`config.mk`:
```
export PLATFORM = sky130hd
export DESIGN_NAME = player_status
export DESIGN_NICKNAME = d
export VERILOG_FILES = /design/src/rtl/game_pkg.sv /design/src/rtl/bcd_digit_add.sv /design/src/rtl/player_status.sv
export SDC_FILE = /design/constraint.sdc
export NUM_CORES = 1
export LEC_CHECK = 0
export ABC_AREA = 1
export ABC_CLOCK_PERIOD_IN_PS = 6000
export BUFFER_PORTS_ARGS = -buffer_cell sky130_fd_sc_hd__buf_4
export CAP_MARGIN = 5
export CORE_UTILIZATION = 45
export DETAILED_ROUTE_END_ITERATION = 6
export PLACE_DENSITY_LB_ADDON = 0.1
export SYNTH_ARGS = -nofsm -noshare
export SYNTH_HDL_FRONTEND = slang
export SYNTH_SLANG_ARGS = --single-unit
```
`constraint.sdc`:
```
create_clock -name Clk -period 6 [get_ports Clk]
set_input_delay 0 -clock Clk [delete_from_list [all_inputs] [get_ports Clk]]
set_output_delay 0 -clock Clk [all_outputs]
set_load 0.02 [all_outputs]
```
`src/rtl/game_pkg.sv`:
```
// Shared types and helpers for the per-player game logic.
// Decodes the state bus and qualifies coin values.
package game_pkg;

    typedef enum logic [1:0] {
        MENU = 2'b00,
        PLAY = 2'b01,
        OVER = 2'b10
    } game_state_t;

    localparam int HP_W         = 4;
    localparam int SCORE_DIGITS = 4;
    localparam int SCORE_W      = 4 * SCORE_DIGITS;

    typedef logic [3:0] bcd_digit_t;

    // The unused 2'b11 encoding is folded into MENU.
    function automatic game_state_t decode_state(input logic [1:0] raw);
        case (raw)
            2'b01:   return PLAY;
            2'b10:   return OVER;
            default: return MENU;
        endcase
    endfunction

    function automatic logic coin_valid(input logic [3:0] v);
        return (v != 4'd0) && (v <= 4'd9);
    endfunction

endpackage

```
`src/rtl/bcd_digit_add.sv`:
```
// One BCD digit adder with carry in/out.
// The operands are assumed to be valid BCD digits.
module bcd_digit_add
    import game_pkg::*;
(
    input  bcd_digit_t a,
    input  bcd_digit_t b,
    input  logic       cin,
    output bcd_digit_t sum,
    output logic       cout
);

    logic [4:0] raw;

    assign raw  = {1'b0, a} + {1'b0, b} + {4'd0, cin};
    assign cout = (raw > 5'd9);
    // For raw 10..19, adding 6 to the low nibble wraps it to raw-10.
    assign sum  = cout ? (raw[3:0] + 4'd6) : raw[3:0];

endmodule

```
`src/rtl/player_status.sv`:
```
// Per-player hp, invulnerability window, BCD score and high score tracker.
// Every output is registered, so an event shows up one clock after it is sampled.
module player_status
    import game_pkg::*;
#(
    parameter logic [HP_W-1:0] HP_MAX        = 4'd8,
    parameter logic [HP_W-1:0] HIT_DMG       = 4'd1,
    parameter logic [7:0]      INVULN_FRAMES = 8'd60
) (
    input  logic                Clk,
    input  logic                Reset,
    input  logic                frame_tick,
    input  logic [1:0]          game_state,
    input  logic                game_reset,
    input  logic                score_reset,
    input  logic                hit,
    input  logic                heal,
    input  logic                coin,
    input  logic [3:0]          coin_val,
    output logic [HP_W-1:0]     hp,
    output logic                invuln,
    output logic                dead,
    output logic [SCORE_W-1:0]  score_bcd,
    output logic [SCORE_W-1:0]  hi_score_bcd
);

    game_state_t          state_now;
    game_state_t          prev_state_q;

    logic                 in_play;
    logic                 tick_ok;
    logic                 hit_ok;
    logic                 heal_ok;
    logic                 coin_ok;
    logic                 leaving_play;

    logic [HP_W-1:0]      hp_q, hp_d;
    logic                 invuln_q, invuln_d;
    logic [7:0]           cnt_q, cnt_d;
    logic                 dead_q, dead_d;

    logic [SCORE_W-1:0]   score_q, score_d;
    logic [SCORE_W-1:0]   hi_q, hi_d;
    logic [SCORE_W-1:0]   score_sum;
    logic [SCORE_W-1:0]   score_sat;
    logic [SCORE_DIGITS:0] carry;

    assign state_now    = decode_state(game_state);
    assign in_play      = (state_now == PLAY);
    assign leaving_play = (prev_state_q == PLAY) && !in_play;

    assign tick_ok = frame_tick && in_play;
    assign hit_ok  = hit  && in_play && !invuln_q && (hp_q != '0);
    assign heal_ok = heal && in_play && (hp_q != '0);
    assign coin_ok = coin && in_play && coin_valid(coin_val);

    // Coin value enters at the least significant digit and ripples upward.
    assign carry[0] = 1'b0;
    for (genvar g = 0; g < SCORE_DIGITS; g++) begin : g_digit
        bcd_digit_add u_add (
            .a    (score_q[4*g +: 4]),
            .b    ((g == 0) ? coin_val : 4'd0),
            .cin  (carry[g]),
            .sum  (score_sum[4*g +: 4]),
            .cout (carry[g+1])
        );
    end

    assign score_sat = carry[SCORE_DIGITS] ? {SCORE_DIGITS{4'h9}} : score_sum;

    always_comb begin
        hp_d     = hp_q;
        invuln_d = invuln_q;
        cnt_d    = cnt_q;

        if (game_reset) begin
            hp_d     = HP_MAX;
            invuln_d = 1'b0;
            cnt_d    = '0;
        end else begin
            if (tick_ok && (cnt_q != '0)) begin
                cnt_d = cnt_q - 8'd1;
                if (cnt_q == 8'd1) begin
                    invuln_d = 1'b0;
                end
            end

            // hit_ok looks at the registered invuln, so a hit landing on the
            // closing tick is still rejected.
            if (hit_ok) begin
                hp_d     = (hp_q > HIT_DMG) ? (hp_q - HIT_DMG) : '0;
                invuln_d = 1'b1;
                cnt_d    = INVULN_FRAMES;
            end else if (heal_ok) begin
                hp_d = (hp_q >= HP_MAX) ? HP_MAX : (hp_q + HP_W'(1));
            end
        end

        dead_d = (hp_d == '0);
    end

    always_comb begin
        score_d = score_q;
        hi_d    = hi_q;

        if (score_reset) begin
            score_d = '0;
        end else if (coin_ok) begin
            score_d = score_sat;
        end

        // Valid BCD orders the same way as plain unsigned binary.
        if (leaving_play && (score_q > hi_q)) begin
            hi_d = score_q;
        end
    end

    always_ff @(posedge Clk) begin
        if (Reset) begin
            hp_q         <= HP_MAX;
            invuln_q     <= 1'b0;
            cnt_q        <= '0;
            dead_q       <= 1'b0;
            score_q      <= '0;
            hi_q         <= '0;
            prev_state_q <= MENU;
        end else begin
            hp_q         <= hp_d;
            invuln_q     <= invuln_d;
            cnt_q        <= cnt_d;
            dead_q       <= dead_d;
            score_q      <= score_d;
            hi_q         <= hi_d;
            prev_state_q <= state_now;
        end
    end

    assign hp           = hp_q;
    assign invuln       = invuln_q;
    assign dead         = dead_q;
    assign score_bcd    = score_q;
    assign hi_score_bcd = hi_q;

endmodule

```
Word-level counts from Yosys, hierarchy flattened
Index checks and enable logic that the tools add are counted.

operators by class
  mux-type cells = 15
  magnitude comparators = 8
  add/subtract/negate cells = 10
  reduce and logical (&&, ||, !) cells = 24
  eq/ne operators = 5

operators by type and width
  cell                 count
  $mux 4               8
  $gt 5x4->1 const B   4
  $gt 16x16->1         1
  $mux 16              1
  $add 4x1->5          3
  $add 4x3->4 const B  3
  $logic_and 1x1->1    12
  $mux 6               2
  $eq 8x1->1 const B   1
  $reduce_bool 4->1    2
  $reduce_bool 8->1    1
  $sub 8x1->8 const B  1
  $eq 2x1->1 const B   3
  $add 4x4->5          1
  $add 4x1->4 const B  1
  $ge 4x4->1 const B   1
  $gt 4x1->1 const B   1
  $le 4x4->1 const B   1
  $logic_not 4->1      1
  $pmux 2 s2           1
  $reduce_bool 2->1    2
  $reduce_or 2->1      2
  $sub 4x1->4 const B  1
  $mux 1               3
  other kinds (4)      5

storage, ports and cells
  output and inout bits = 38
  word-level logic and storage cells = 70
  register bits after elaboration = 48
  input port bits = 14

Logic depth before layout (Yosys ltp)
Gate-level depths: netlist (run 1).

  depth after elaboration = 9
  gate-level depth with buffers = 28

Modules after synthesis
Synthesis (run 1) repeated with hierarchy kept, for this count alone.

unflattened totals
  cells, all modules = 560
  area total of the unflattened synthesis = 3938.8 um^2

by module, submodules not included
  module                                 sequential area each (um^2)  times used  cells each  area each (um^2)
  player_status                          960.9                        1           376         2740.1
  bcd_digit_add at g_digit[2].u_add ...  0.0                          2           47          300.3
  bcd_digit_add at g_digit[0].u_add ...  0.0                          2           45          299.0

Worst setup path before layout (run 1)
No wires, ideal clock.

  path kind = flip-flop to flip-flop
  start = reg score_q[0] (netlist: score_bcd[0])
  end = reg score_q[10] (netlist: score_bcd[10])
  arrival time = 4437 ps
  path slack = 1496 ps
  setup time = 66 ps
  stages on the path, launching flop included = 29
  path through = dfxtp_1 ha_1 inv_1 fa_1 xor2_2 nand2_2 nand3_2 nand2_2 ha_1 ha_1 xnor2_1 nand2_1 nand2_1 nand2_1 ha_1 ha_1 xnor2_1 nand2_1 nand2_1 nand2_1 ha_1 ha_1 xor2_1 nor2_1 nor2_4 nor2_4 buf_6 nand3_2 a21oi_2

between the ends
  longest elaborated chain between the ends = 9

ends and longest elaborated chain
  element                 line                  RTL
  from (decl)             player_status.sv:42   logic [SCORE_W-1:0] score_q, score_d;
  from (signal assigned)  player_status.sv:132  score_q <= score_d;
  $add 4x4->5 *           bcd_digit_add.sv:15   assign raw = {1'b0, a} + {1'b0, b} + {4'd0, cin};
  $gt 5x4->1 *            bcd_digit_add.sv:16   assign cout = (raw > 5'd9);
  $add 4x1->5 *           bcd_digit_add.sv:15
  $gt 5x4->1 *            bcd_digit_add.sv:16
  $add 4x1->5 *           bcd_digit_add.sv:15
  $gt 5x4->1              bcd_digit_add.sv:16
  $add 4x1->5             bcd_digit_add.sv:15
  $gt 5x4->1              bcd_digit_add.sv:16
  $mux 16 *               player_status.sv:69   assign score_sat = carry[SCORE_DIGITS] ? {SCORE_DIGITS{4'h9}} : score_sum;

Every way passes the cells marked *; elsewhere a longest branch is shown, timed or not.
A chain may end at the register's enable or synchronous reset.

Final worst setup path (run 1)
Same ends and word-level chain as after synthesis.

==> results of run 1 <==
-- synthesized netlist by cell type, types with 2 or more instances --
cell / instances / share of area
nand4_1: 5 / 0.0094
a21oi_2: 9 / 0.024
o31ai_1: 4 / 0.0090
inv_1: 63 / 0.071
a21oi_1: 38 / 0.057
nand3_2: 9 / 0.027
dfxtp_1: 48 / 0.29
nor2_4: 5 / 0.017
inv_2: 6 / 0.0067
nand2_2: 3 / 0.0056
nand2_1: 96 / 0.11
xor2_1: 5 / 0.013
ha_1: 35 / 0.13
buf_6: 3 / 0.010
xor2_2: 2 / 0.0097
xnor2_1: 5 / 0.013
nor2_2: 3 / 0.0056
nand3_1: 46 / 0.069
o21ai_0: 10 / 0.015
buf_2: 5 / 0.0075
nor2_1: 44 / 0.049
-- cell families after synthesis --
| kind of cell | Yosys count | share of synthesized area |
|---|---|---|
| flip-flops | 48 | 0.288 |
| XOR/XNOR | 12 | 0.0360 |
| AND/OR/NAND/NOR | 217 | 0.309 |
| buffers and inverters | 80 | 0.0996 |
| adder cells (fa/ha/maj) | 36 | 0.137 |
| AO/OA/AOI/OAI | 70 | 0.131 |
-- flip-flops by register name, summed over array words and instances, names as in the netlist --
register	cells
score_bcd	16
hi_score_bcd	16
invuln	1
cnt_q	8
hp	4
prev_state_q	2
dead	1
-- routing by layer --
metal	GRT usage	vias up	share of wire	wire, um
li1	-	1601	-	-
met2	0.369	66	0.49	3770
met1	0.267	1385	0.46	3530
met5	0	-	0	0
met4	0.0528	0	0.0074	57
met3	0.0311	5	0.040	310
-- worst register-to-register path, stage by stage, from the launching register on --
cell and delay (ps):
dfxtp_1 360, ha_1 180, inv_1 50, fa_1 420
xor2_2 200, nand2_2 80, nand3_2 120, nand2_2 70
ha_1 190, ha_1 210, xnor2_1 270, nand2_1 100
nand2_1 140, nand2_1 110, ha_1 220, ha_1 210
xnor2_1 260, nand2_1 90, nand2_1 140, nand2_1 110
ha_1 210, ha_1 220, xor2_1 170, nor2_1 180
nor2_4 90, nor2_4 330, nand3_2 140, a21oi_2 130
-- through the flow --
stage	cells	cell area, um2
floorplan	463	3340
CTS	615	3920
detailed placement	603	3780
global placement	603	3780
finish	615	3920
global route	615	3920
-- layout by cell type, fill, tap and decap left out, types with 2 or more instances in the layout --
master,n
o31ai_1,4
clkbuf_8,6
o21ai_0,10
xor2_1,5
xor2_2,2
nor2_1,44
a21oi_2,9
nor2_4,5
dfxtp_1,48
nand2_2,3
inv_1,63
dlygate4sd3_1,5
nor2_2,3
nand4_1,5
nand3_1,46
nand3_2,9
ha_1,35
a21oi_1,38
buf_4,51
nand2_1,96
xnor2_1,5
inv_2,6
-- power groups by stage --
stage,registers [uW],logic [uW],clock network [uW]
3_5_place_dp,351,246,0
5_1_grt,346,275,227
6_report,344,244,206
3_3_place_gp,351,244,0
4_1_cts,344,249,213
2_1_floorplan,364,176,0
-- final cells by class --
| type | instances | area, um2 | share of cell area |
|---|---|---|---|
| tap | 99 | 124 | 0.0316 |
| clock inverter | 1 | 8.76 | 0.00223 |
| timing repair buffer | 56 | 433 | 0.110 |
| sequential | 48 | 961 | 0.245 |
| multi-input combinational | 335 | 2050 | 0.522 |
| clock buffer | 6 | 82.6 | 0.0211 |
| inverter | 70 | 263 | 0.0670 |
-- worst paths after layout --
kind	from	endpoint	slack, ps	depth (start not counted)
min reg2reg	cnt_q[0]	cnt_q[0]	490	2
max	score_bcd[0]	score_bcd[10]	920	27
min	score_reset	score_bcd[7]	50	4
max reg2reg	score_bcd[0]	score_bcd[10]	920	27
-- what timing repair did --
item                      4_1_cts  5_1_grt
hold endpoints to repair        5        0
hold buffers                    5        0
buffers inserted                0        0
==> impl_metrics.ini, run 1 <==
[timing]
min_period_ps = 5080
slew_headroom = 0.430
setup_viol = 0
maxSlewViolCount = 0
rsz0062_at_grt = no
fmax_ghz = 0.197
worst_pin_slew_ps = 854
period_share = 0.847
hold_ws_ps = 46.3
clock_skew_ps = 12.5
finalHoldViolCount = 0
worst_slack_ps = 916
setup_tns_ps = 0

[die]
num_io_pins = 52
dieArea_mm2 = 0.00777
core_area_mm2 = 0.00721
start_util = 0.463
die_w_um = 88.2
rows = 31
fp.dieH_um = 88.2

[place]
gp_congestion = 0.885
pre_cts_slack_ps = 1060
portBuffers = 51
hpwl_um = 5740

[detailed_routing]
drtIter0Drc = 111
wl_per_cell_um = 12.5
viasPerCell = 4.97
ant_nets = 0
remaining_drc_errors = 0
vias = 3057
first_pass_iters = 4
finalWirelength_um = 7660

[global_routing]
grt_pass1_wl_um = 12700
grt_max_degree = 33
grt_antenna_before_repair = 0
grt_pass1_vias = 2776
overflow = 0
track_usage = 0.209

[critical_path]
cp.required_ps = 6240
critPathBufInv = 1
path_max_fanout = 11
cp_top_family = adder cells
slowest_stage = fa_1
critPathKind = flop to flop
worstSetupEndpointType = flop
crit_top_cell = ha_1
startpoint_type = flop
arrival_ps = 5330
cp_slowest_stage_delay_ps = 420

[pwr]
peakVddDrop_v = 0.000106
intPower_uw = 502
power_frac_clock = 0.260
totalPowerFinal_uw = 795
p_sw_uw = 293
powerDensity_mw_per_mm2 = 203
pwr-share-comb = 0.308
p_leak_uw = 0.00183
power_frac_seq = 0.433
sw_frac_of_total = 0.368

[worst_hold_path]
hold_path_class = input pin to flop

[clock_tree]
cts_tree = yes
root_buffer = clkbuf_8
cts_resized = 0
cts_buffers = 5
htree_num_levels = 2
clkLatencyLatePin_ps = 310
cts.clk_slew.worst_paths_ps = 100
clock-sinks = 48
clock_path_buffers = 2

[final_layout]
fillers = 728
utilization = 0.543
antennaDiodeCount = 0
syn_to_final_growth_pct = 17.3
nets = 566
drive_above_1_share = 0.200

[synthesis]
ys.flop_type = dfxtp_1
synth_seq_cells = 48
synth-edff-count = 0
netlist_instances = 463
async_reset_ff_frac = 0
syn_area_mm2 = 0.00334
synth_nets = 513
ys.warnings.count = 0
seq_area_frac_synth = 0.288
ys_types = 40
avgSynthCellArea_um2 = 7.22

[flow_run]
maxCapViolCount = 0

[run_status]
outcome = completed
Note: power is estimated with default switching activity, not from simulation.
==> inputs of run 2 (changes only) <==
--- a/config.mk
+++ b/config.mk
@@ -6,7 +6,7 @@
 export NUM_CORES = 1
 export LEC_CHECK = 0
 export ABC_AREA = 1
-export ABC_CLOCK_PERIOD_IN_PS = 6000
+export ABC_CLOCK_PERIOD_IN_PS = 5200
 export BUFFER_PORTS_ARGS = -buffer_cell sky130_fd_sc_hd__buf_4
 export CAP_MARGIN = 5
 export CORE_UTILIZATION = 45
==> constraint.sdc (replaced) <==
create_clock -name Clk -period 5.2 [get_ports Clk]
set_input_delay 0 -clock Clk [delete_from_list [all_inputs] [get_ports Clk]]
set_output_delay 0 -clock Clk [all_outputs]
set_load 0.02 [all_outputs]
==> run 2 against run 1 <==
Die area unchanged. Core utilization increased by 1.1 points. Sequential power up 15%. Combinational power is 18% higher. Sequential share of layout area shrank 0.47 points. Routed wire length grew 0.94%. Power is 20% higher. Non-clock buffer count is 7 higher. Sequential cell count stayed put. Clock power is 32% higher. Worst hold slack improved by 13 ps. Highest routed layer unchanged.
==> impl_metrics.ini, run 2 (synthesis gave the netlist of run 1 again) <==
[place]
portBuffers = 51
hpwl_um = 5800
gp_congestion = 0.882
pre_cts_slack_ps = 262

[clock_tree]
cts_buffers = 5
htree_num_levels = 2
cts_tree = yes
clock-sinks = 48
clkLatencyLatePin_ps = 310
root_buffer = clkbuf_8
cts.clk_slew.worst_paths_ps = 90
clock_path_buffers = 2

[final_layout]
antennaDiodeCount = 0
utilization = 0.554
final_common_cell = nand2_1
nets = 573
fillers = 744
most-common-layout-cells = nand2_1 (96), inv_1 (63), buf_4 (58)
drive_above_1_share = 0.212
syn_to_final_growth_pct = 19.6

[timing]
clock_skew_ps = 12.4
fmax_ghz = 0.206
min_period_ps = 4860
setup_tns_ps = 0
worst_slack_ps = 339
maxSlewViolCount = 0
period_share = 0.935
finalHoldViolCount = 0
setup_viol = 0
worst_pin_slew_ps = 846
slew_headroom = 0.435

[global_routing]
grt_antenna_before_repair = 0
met2_usage = 0.372
grt_use_met1 = 0.281
grtUsageMet3 = 0.0349
busiest_layer = met2
grt_pass1_wl_um = 13100
grt_max_degree = 33
grt_pass1_vias = 2829
track_usage = 0.216
overflow = 0

[die]
rows = 31
fp.dieH_um = 88.2
num_io_pins = 52
dieArea_mm2 = 0.00777
die_w_um = 88.2
core_area_mm2 = 0.00721
start_util = 0.463

[detailed_routing]
viasPerCell = 4.93
wl_per_cell_um = 12.4
finalWirelength_um = 7740
vias = 3074
ant_nets = 0
first_pass_iters = 4
drtIter0Drc = 112
remaining_drc_errors = 0

[critical_path]
rrSetupSlack_ps = 340
r2r_start = score_bcd[0]
r2r_end = score_bcd[7]
arrival_ps = 5100
critPathKind = flop to flop
startpoint_type = flop
crit_top_cell = ha_1
worstRegToRegCells = 28
path_max_fanout = 6
worstSetupEndpointType = flop
cp_slowest_stage_delay_ps = 420
slowest_stage = fa_1
cp.required_ps = 5440

[worst_hold_path]
hold_depth = 4
hold_path_class = input pin to flop
holdCritStartpoint = score_reset
min_to = score_bcd[11]

[pwr]
powerDensity_mw_per_mm2 = 239
peakVddDrop_v = 0.000133
totalPowerFinal_uw = 956
p_leak_uw = 0.00188

[flow_run]
maxCapViolCount = 0

[run_status]
outcome = completed
[run 2: stage by stage]
step                      area [um2]  cells  hold WS (ps)
final                           4000    623          59.3
after detailed placement        3780    604           198
after global placement          3780    604           196
after floorplan                 3340    463          72.4
after global routing            4000    623          47.4
after CTS                       3940    617          42.6
[run 2: layout make-up]
cell class / instances / area, um2 / share of cell area
Multi-Input combinational cell: 335 / 2050 / 0.514
Clock inverter: 2 / 35.0 / 0.00877
Inverter: 70 / 263 / 0.0658
Tap cell: 99 / 124 / 0.0310
Timing Repair Buffer: 63 / 485 / 0.122
Clock buffer: 6 / 72.6 / 0.0182
Sequential cell: 48 / 961 / 0.241
[run 2: how the worst max path moves through the flow]
| stage | to | start | slack (ps) | cells after the start |
|---|---|---|---|---|
| finish | score_bcd[7] | score_bcd[0] | 340 | 28 |
| global route | score_bcd[11] | score_bcd[0] | -20 | 28 |
| CTS | score_bcd[14] | score_bcd[0] | 180 | 27 |
| detailed placement | score_bcd[14] | score_bcd[0] | 260 | 27 |
| global placement | score_bcd[1] | score_bcd[0] | 530 | 27 |
| floorplan | score_bcd[10] | score_bcd[0] | 700 | 28 |
[run 2: what timing repair did]
item | 4_1_cts | 5_1_grt
hold endpoints to repair | 4 | 0
endpoints found under the setup margin | 0 | 11
buffers inserted | 0 | 6
resized for setup | 0 | 1
hold buffers | 5 | 0
[run 2: worst max-delay path: cells and delay by family, from the launching register on]
kind	cells	cell delay [ps]
DFF	1	360
buffers and inverters	3	350
and+or+nand+nor	12	1240
xor gates and xnor gates	4	850
AOI/OAI and AO/OA	1	110
adders and majority gates	8	1870
[run 2: routing by layer]
metal  share of wire  vias up
li1                -     1614
met1            0.48     1393
met2            0.48       54
met3           0.027       13
met4           0.016        0
met5               0        -
[run 2: where the power goes]
part	internal [uW]	total (uW)	leakage, uW	switching [uW]
combinational	91.5	288	0.00143	196
sequential	383	397	0.000388	13.6
clock	143	272	0.0000552	129
==> inputs of run 3 (changes only) <==
--- a/config.mk
+++ b/config.mk
@@ -6,11 +6,12 @@
 export NUM_CORES = 1
 export LEC_CHECK = 0
 export ABC_AREA = 1
-export ABC_CLOCK_PERIOD_IN_PS = 5200
+export ABC_CLOCK_PERIOD_IN_PS = 5850
 export BUFFER_PORTS_ARGS = -buffer_cell sky130_fd_sc_hd__buf_4
 export CAP_MARGIN = 5
 export CORE_UTILIZATION = 45
 export DETAILED_ROUTE_END_ITERATION = 6
+export GPL_ROUTABILITY_DRIVEN = 0
 export PLACE_DENSITY_LB_ADDON = 0.1
 export SYNTH_ARGS = -nofsm -noshare
 export SYNTH_HDL_FRONTEND = slang
==> constraint.sdc (replaced) <==
create_clock -name Clk -period 5.85 [get_ports Clk]
set_input_delay 0 -clock Clk [delete_from_list [all_inputs] [get_ports Clk]]
set_output_delay 0 -clock Clk [all_outputs]
set_load 0.02 [all_outputs]
==> run 3 against run 2 <==
Register-to-register slack improved by 470 ps. Final area down 1.9%. First-iteration DRC count shrank 19%.
==> impl_metrics.ini, run 3 (synthesis gave the netlist of run 1 again) <==
[critical_path]
path_max_fanout = 11
startpoint_type = flop
critPathKind = flop to flop
cp.required_ps = 6080
arrival_ps = 5280
worstSetupEndpointType = flop

[flow_run]
maxCapViolCount = 0

[timing]
min_period_ps = 5050
maxSlewViolCount = 0
rsz0062_at_grt = no
clock_skew_ps = 5.98
finalHoldViolCount = 0
setup_viol = 0
slew_headroom = 0.424
worst_slack_ps = 804
worst_pin_slew_ps = 863
hold_ws_ps = 45.3
period_share = 0.863
fmax_ghz = 0.198
setup_tns_ps = 0

[detailed_routing]
routed.top_layer = met4
met2_length_um = 3710
drtIter0Drc = 91
vias = 3090
first_pass_iters = 5
viasPerCell = 5.02
remaining_drc_errors = 0
wl_met1_um = 3600
ant_nets = 0
finalWirelength_um = 7630
wl_per_cell_um = 12.4
dr_wl_met3_um = 225

[pwr]
power_frac_seq = 0.432
powerDensity_mw_per_mm2 = 208
sw_frac_of_total = 0.369
p_sw_uw = 302
power_frac_clock = 0.259
p_leak_uw = 0.00183
pwr-share-comb = 0.310
peakVddDrop_v = 0.000114
intPower_uw = 515

[final_layout]
syn_to_final_growth_pct = 17.3
fillers = 714
nets = 566
most-common-layout-cells = nand2_1 (96), inv_1 (63), buf_4 (51)
final_common_cell = nand2_1
drive_above_1_share = 0.201
utilization = 0.543
antennaDiodeCount = 0
fin_cells = 616

[clock_tree]
cts_tree = yes
root_buffer = clkbuf_8
clkLatencyLatePin_ps = 300
cts.clk_slew.worst_paths_ps = 90
htree_num_levels = 2
post_cts_buffers = 0
clock_path_buffers = 2
cts_buffers = 5
clock-sinks = 48

[place]
hpwl_um = 5770
place_inst = 603
portBuffers = 51
pre_cts_slack_ps = 886

[global_routing]
grt_pass1_wl_um = 12800
track_usage = 0.211
grt_pass1_vias = 2803
grt_antenna_before_repair = 0
overflow = 0
grt_max_degree = 33

[die]
dieArea_mm2 = 0.00777
rows = 31
fp.dieH_um = 88.2
num_io_pins = 52
start_util = 0.463
die_w_um = 88.2
core_area_mm2 = 0.00721

[run_status]
outcome = completed

[worst_hold_path]
hold_path_class = input pin to flop
[run 3: changes by cell type in the layout (fill, tap and decap cells not counted), sizes merged]
cell	delta
buf	-7
bufinv	-1
clkinv	+1
[run 3: final timing paths]
path                 from       endpoint  slack (ps)  depth (start not counted)
min reg2reg      cnt_q[0]       cnt_q[0]         490                          2
max reg2reg  score_bcd[0]  score_bcd[10]         800                         27
max          score_bcd[0]  score_bcd[10]         800                         27
min           score_reset   score_bcd[7]          50                          4
[run 3: routing by layer]
metal | GRT usage | vias up
met5 | 0 | -
met4 | 0.0645 | 0
met3 | 0.0339 | 9
met2 | 0.367 | 61
met1 | 0.268 | 1418
li1 | - | 1602
[run 3: what timing repair did]
action,4_1_cts,5_1_grt
resized for setup,0,0
hold buffers,5,0
endpoints found under the hold margin,4,0
[run 3: per-stage QoR]
stage | total power [uW] | instance area [um2]
after CTS | 830 | 3920
after floorplan | 554 | 3340
after global routing | 874 | 3920
after global placement | 613 | 3780
final | 817 | 3920
after detailed placement | 614 | 3780
[run 3: power groups by stage]
stage / Sequential [uW] / Clock, uW / Combinational (uW)
after floorplan: 373 / 0 / 181
after global placement: 360 / 0 / 252
after detailed placement: 360 / 0 / 254
after global routing: 355 / 233 / 286
after CTS: 353 / 220 / 257
final: 353 / 211 / 253
[run 3: critical path, cell delays in order, from the launching register on]
cell and delay (ps):
dfxtp_1 360, ha_1 180, inv_1 60, fa_1 420, xor2_2 210, nand2_2 100, nand3_2 120, nand2_2 80
ha_1 200, ha_1 210, xnor2_1 260, nand2_1 100, nand2_1 130, nand2_1 110, ha_1 210, ha_1 210
xnor2_1 260, nand2_1 80, nand2_1 130, nand2_1 100, ha_1 220, ha_1 220, xor2_1 160, nor2_1 180
nor2_4 80, nor2_4 320, nand3_2 140, a21oi_2 130
[run 3: area by class of cell]
class | instances | area (um2) | area share
timing repair buffer | 56 | 433 | 0.110
inverter | 70 | 263 | 0.0670
tap | 99 | 124 | 0.0316
clock buffer | 6 | 82.6 | 0.0211
clock inverter | 2 | 10.0 | 0.00255
sequential | 48 | 961 | 0.245
multi-input combinational | 335 | 2050 | 0.522
